### config.mk
export PLATFORM = sky130hd
export DESIGN_NAME = cdc_handshake_source
export DESIGN_NICKNAME = d
export VERILOG_FILES = /design/src/rtl/cdc_pkg.sv /design/src/rtl/cdc_sync_bit.sv /design/src/rtl/cdc_handshake_source.sv
export SDC_FILE = /design/constraint.sdc
export NUM_CORES = 1
export LEC_CHECK = 0
export ABC_CLOCK_PERIOD_IN_PS = 2000
export CORE_ASPECT_RATIO = 0.6
export CORE_MARGIN = 4
export CORE_UTILIZATION = 42
export CTS_BUF_LIST = sky130_fd_sc_hd__clkbuf_8
export DETAILED_ROUTE_END_ITERATION = 6
export GPL_TIMING_DRIVEN = 0
export HOLD_SLACK_MARGIN = 0.08
export PLACE_DENSITY = 0.82
export SLEW_MARGIN = 40
export SYNTH_ARGS = -nofsm -noshare
export SYNTH_HDL_FRONTEND = slang
export SYNTH_SLANG_ARGS = --single-unit
### constraint.sdc
create_clock -name clock -period 2 [get_ports clock]
set_clock_uncertainty 0.05 [all_clocks]
set_input_delay 0.3 -clock clock [delete_from_list [all_inputs] [get_ports clock]]
set_output_delay 0.3 -clock clock [all_outputs]
set_load 0.1 [all_outputs]
### src/rtl/cdc_pkg.sv
// Shared types and defaults for the CDC handshake source.
// Used by cdc_sync_bit and cdc_handshake_source.
package cdc_pkg;

    localparam int DEF_SYNC_DEPTH     = 3;
    localparam int DEF_TIMEOUT_CYCLES = 64;

    typedef enum logic {
        ST_IDLE     = 1'b0,
        ST_WAIT_ACK = 1'b1
    } cdc_state_t;

endpackage

### src/rtl/cdc_sync_bit.sv
// Single-bit multi-flop synchronizer, async active-low reset to 0.
// The output is the last stage of the chain.
module cdc_sync_bit #(
    parameter int DEPTH = cdc_pkg::DEF_SYNC_DEPTH
) (
    input  logic clock,
    input  logic reset,
    input  logic i_d,
    output logic o_q
);

    logic [DEPTH-1:0] r_chain;

    always_ff @(posedge clock or negedge reset) begin
        if (!reset) begin
            r_chain <= '0;
        end else begin
            r_chain <= {r_chain[DEPTH-2:0], i_d};
        end
    end

    assign o_q = r_chain[DEPTH-1];

endmodule

### src/rtl/cdc_handshake_source.sv
// Source side of a 2-phase req/ack CDC handshake with a held payload bus.
// Optional sticky ack-timeout flag enabled by macro CDC_SRC_TIMEOUT_EN.
//
//  state       | meaning
//  ST_IDLE     | no transfer outstanding; accepts when ack_s matches io_req
//  ST_WAIT_ACK | io_req toggled, io_data held, waiting for ack_s to match
module cdc_handshake_source
    import cdc_pkg::*;
#(
    parameter int WIDTH          = 32,
    parameter int SYNC_DEPTH     = DEF_SYNC_DEPTH,
    parameter int TIMEOUT_CYCLES = DEF_TIMEOUT_CYCLES
) (
    input  logic             clock,
    input  logic             reset,
    input  logic             io_enq_valid,
    output logic             io_enq_ready,
    input  logic [WIDTH-1:0] io_enq_bits,
    output logic             io_req,
    output logic [WIDTH-1:0] io_data,
    input  logic             io_ack,
    output logic             io_busy
`ifdef CDC_SRC_TIMEOUT_EN
    ,
    output logic             io_timeout
`endif
);

    localparam bit PARAMS_OK = (WIDTH >= 1) && (SYNC_DEPTH >= 2) && (TIMEOUT_CYCLES >= 1);

    if (!PARAMS_OK) begin : g_illegal_params
    end

    cdc_state_t       r_state;
    cdc_state_t       w_state_nxt;
    logic             r_req;
    logic [WIDTH-1:0] r_data;
    logic             w_ack_s;
    logic             w_ack_match;
    logic             w_ready;
    logic             w_accept;

    cdc_sync_bit #(
        .DEPTH (SYNC_DEPTH)
    ) u_ack_sync (
        .clock (clock),
        .reset (reset),
        .i_d   (io_ack),
        .o_q   (w_ack_s)
    );

    // Ready depends only on flops so there is no valid->ready combinational path.
    always_comb begin
        w_ack_match = (w_ack_s == r_req);
        w_ready     = (r_state == ST_IDLE) && w_ack_match;
        w_accept    = io_enq_valid && w_ready;
        w_state_nxt = r_state;
        case (r_state)
            ST_IDLE:     if (w_accept)    w_state_nxt = ST_WAIT_ACK;
            ST_WAIT_ACK: if (w_ack_match) w_state_nxt = ST_IDLE;
            default:                      w_state_nxt = ST_IDLE;
        endcase
    end

    always_ff @(posedge clock or negedge reset) begin
        if (!reset) begin
            r_state <= ST_IDLE;
            r_req   <= 1'b0;
            r_data  <= '0;
        end else begin
            r_state <= w_state_nxt;
            if (w_accept) begin
                r_req  <= ~r_req;
                r_data <= io_enq_bits;
            end
        end
    end

    assign io_enq_ready = w_ready;
    assign io_req       = r_req;
    assign io_data      = r_data;
    assign io_busy      = (r_state == ST_WAIT_ACK);

`ifdef CDC_SRC_TIMEOUT_EN
    localparam int              CNT_W    = $clog2(TIMEOUT_CYCLES + 1);
    localparam logic [CNT_W-1:0] CNT_MAX  = CNT_W'(TIMEOUT_CYCLES);
    localparam logic [CNT_W-1:0] CNT_LAST = CNT_W'(TIMEOUT_CYCLES - 1);

    logic [CNT_W-1:0] r_cnt;
    logic             r_timeout;

    // Flag is set on the same edge the counter reaches TIMEOUT_CYCLES.
    always_ff @(posedge clock or negedge reset) begin
        if (!reset) begin
            r_cnt     <= '0;
            r_timeout <= 1'b0;
        end else if (w_accept) begin
            r_cnt <= '0;
        end else if (r_state == ST_WAIT_ACK) begin
            if (r_cnt != CNT_MAX) begin
                r_cnt <= r_cnt + 1'b1;
            end
            if (r_cnt >= CNT_LAST) begin
                r_timeout <= 1'b1;
            end
        end
    end

    assign io_timeout = r_timeout;
`endif

endmodule
After elaboration in Yosys (flattened, before gate mapping)
Index checks and enable logic that the tools add are counted.
Word-level totals
  register bits: 37
  logic and storage cells: 12
  output and inout port bits: 35
  input port bits: 36
Cells by class
  multiplexer cells: 3
  equality and inequality tests: 1
  bitwise gates (word level): 2
  reductions and logical operators: 2
Operators by type and width (count)
  logical AND 1 bit: 2
  2-to-1 mux 1 bit: 2
  NOT 1 bit: 2
  case mux 1 bit (2 select lines): 1
  == test 1 bit: 1

Longest topological paths before layout
  depth after elaboration: 5
  depth in mapped cells: 4
  mapped depth without buffers: 3

By module
Synthesis repeated with hierarchy kept, for this count alone.
Second synthesis, totals
  cell total of the unflattened synthesis: 79
  area, all modules: 1483.9 um2
By module, submodules not included
  cdc_handshake_source: instances 1, cells each 76, area an instance 1408.9 um2
  cdc_sync_bit: instances 1, cells each 3, area an instance 75.1 um2

Worst setup path after synthesis
No wires, ideal clock.
  path kind: register -> output
  start point: reg r_req (netlist: io_req)
  end point: out io_enq_ready
  arrival: 2.484 ns
  path slack: -0.834 ns
  stages on the path, launching flop included: 3
  path through: dfrtp_1 xor2_2 nor2_1
Between the ends
  cells in the longest elaborated chain, start to end: 2
RTL lines
  start: declaration: RTL line cdc_handshake_source.sv:36  | logic r_req;
  start signal: assignment: RTL line cdc_handshake_source.sv:73  | r_req <= ~r_req;
  == test 1 bit: RTL line cdc_handshake_source.sv:54  | w_ack_match = (w_ack_s == r_req);
  logical AND 1 bit: RTL line cdc_handshake_source.sv:55  | w_ready = (r_state == ST_IDLE) && w_ack_match;
  end: declaration: RTL line cdc_handshake_source.sv:17  | output logic io_enq_ready,
Every way passes these cells.

Final worst setup path
Ends and elaborated chain as after synthesis.

==> results by group <==
Outcome
  • Status: finished, final reports clean

Cells and area
  • Final Non-Filler Cells: 204
  • Layout cell share with drive strength beyond 1: 0.5346
  • Design Area, Final: 0.002208 mm^2
  • Ant diodes: 0
  • Final Net Count: 194
  • Layout area overhead: 48.82%

Routing
  • ANT nets after route: 0
  • DR vias: 909
  • Pre-Repair DR Iteration Count: 3
  • Remaining DRCs: 0
  • Starting DRT DRC Count: 6
  • Vias per std cell: 4.456
  • Post-Route WL: between 2000 and 3000 um
  • Wire per inst: ~15 um

Yosys
  • Number of distinct library cells after synthesis: 11
  • Top cells by area, synth: dfrtp_1, mux2_4, buf_6
  • Post-Syn Area: 0.001484 mm^2
  • Ys async rst share: 1.000
  • Synth Net Count: roughly 120
  • Synth Area in Simple Gates: 0.01686
  • Post-synthesis adder-cell area fraction: 0
  • Seq/Total Area, Yosys: 0.6239
  • Synthesized flop and latch total: 37
  • Syn Area/Cell: between 15 and 20 um^2
  • Leading area contributor after synthesis: dfrtp_1
  • Cell with the most instances after synthesis: dfrtp_1
  • Mux contribution to synthesized area: 0.3162
  • Post-synth EDFFs: 0
  • Synth Warn #: 0
  • Syn Inst Count: 79
  • Largest family of logic cells by synthesized area: multiplexers
  • Synth Flop Type: dfrtp_1
  • Post-synth top cells: dfrtp_1, mux2_4, buf_6, mux2_2
  • Compound-Gate Fraction of Synth Area: 0.009275
  • Post-synth top area share: 0.6239
  • Post-Synth XOR/XNOR Area: 0.01096

Global routing
  • Number of global-route vias before repair: around 930
  • Largest net degree at the start of global routing: 20
  • Antenna violations before repair: 0
  • Overflow after GRT: 0
  • First-pass GRT wire length: 4574 um
  • All-Layer GR Usage: 0.1378

Floorplan
  • Vert. Die Dim: 54.04 um
  • Site Rows: 16
  • DIE AREA: 0.004579 mm^2
  • Core area: 0.003323 mm^2
  • Starting Density: 0.4465
  • Die Span X: around 85 um
  • # IOs: 71

Timing
  • Final hold vios: 0
  • Setup violations, final: 0
  • Min Tclk post-route: 1799 ps
  • Setup TNS: 0 ps
  • Slew HR: 0.6691
  • RSZ-0062 raised after global routing: no
  • Fmax: 0.5557 GHz
  • Tightest Pin Transition: 499.8 ps
  • Final hold slack: between 300 and 400 ps
  • Final-report max-slew violation count: 0
  • Final worst path period share: 0.8997

Setup path
  • Crit path largest cell delay: 430 ps
  • Crit-path max FO: 3
  • Crit. End Element: output port
  • CP Data Required Time: 1650 ps
  • Crit-path cells: xor2_2 -> nor2_4 -> buf_2
  • Critical path's slowest cell: dfrtp_2
  • Kind of critical path: reg -> out
  • Crit path launch type: flip-flop
  • Crit path arrival time: ~1500 ps

CTS
  • CTS tree: yes
  • Sinks on Clock Net: 37
  • Hold Buf Count CTS: 1
  • Total CTS buffers: 5
  • Post-CTS sizing: 0
  • Worst skew pair latency: ~280 ps
  • CTS Root Cell: clkbuf_8
  • Clock Tree Buf Depth: 2
  • H-tree depth: 2
  • Clock-pin slew on the worst setup and hold paths: 70 ps
  • Post-CTS setup buffers: 0

Place
  • DP Area: 0.002097 mm^2
  • GP Congestion: approximately 0.8
  • # port buffers: 70
  • Post-Place Cells: 195

Job
  • Max-cap violations: 0

Hold path
  • Worst Hold Class: reg -> reg
[routing by layer]
| layer | track usage | share of wire | up-vias |
|---|---|---|---|
| met1 | 0.1875 | 0.48 | 437 |
| met2 | 0.1883 | 0.44 | 38 |
| li1 | - | - | 432 |
| met4 | 0.07105 | 0.0030 | 0 |
| met5 | 0 | 0 | - |
| met3 | 0.05657 | 0.069 | 2 |
[registers in the layout, indices dropped and copies added (netlist names)]
name / count
io_data: 32
u_ack_sync.r_chain: 3
io_busy: 1
io_req: 1
[per-stage QoR]
step	utilization	setup WS [ps]
2_1_floorplan	-	39.74
3_3_place_gp	0.6770	-309.1
3_5_place_dp	0.6310	203.0
4_1_cts	0.6645	185.9
5_1_grt	0.6645	161.6
6_report	0.6645	200.6
[final cells by class]
cell class                 count  area (um^2)
buffer                         3        33.78
clock buffer                   7        96.34
clock inverter                 1        5.005
fill                         259         1115
multi-input combinational     39        531.8
sequential                    37        927.1
tap                           45        56.30
timing repair buffer          72        558.0
[cell families after synthesis]
group / after synthesis
and+or+nand+nor: 4
DFF: 37
muxes: 32
AOI/OAI and AO/OA: 2
buffers and inverters: 3
xor gates and xnor gates: 1
[layout by cell type, fill, tap and decap left out, drive strengths merged]
master	n
nor2	2
a21o	1
mux2	32
nand2b	1
o21ai	1
nand2	1
clkdlybuf4s50	34
clkbuf	7
xor2	1
dlygate4sd3	1
clkinv	1
buf	40
dfrtp	37
[final timing paths]
check	from	depth (start not counted)	endpoint	slack, ps
min in group asynchronous	reset	2	io_data[16]	440
hold / removal	u_ack_sync.r_chain[1]	0	u_ack_sync.r_chain[2]	300
max in group asynchronous	reset	3	io_req	1000
setup reg to reg	io_req	4	io_data[6]	420
setup / recovery	io_req	3	io_enq_ready	200
hold reg to reg	u_ack_sync.r_chain[1]	0	u_ack_sync.r_chain[2]	300
[worst max-delay path, delay by kind of cell, from the launching register on]
| family | cells | cell delay, ps |
|---|---|---|
| simple gates | 1 | 80 |
| xor+xnor | 1 | 220 |
| buf+inv | 1 | 430 |
| flops | 1 | 430 |
Power is not shown: default switching activity piles up to over one toggle a cycle in this logic, so the estimate is an artifact.
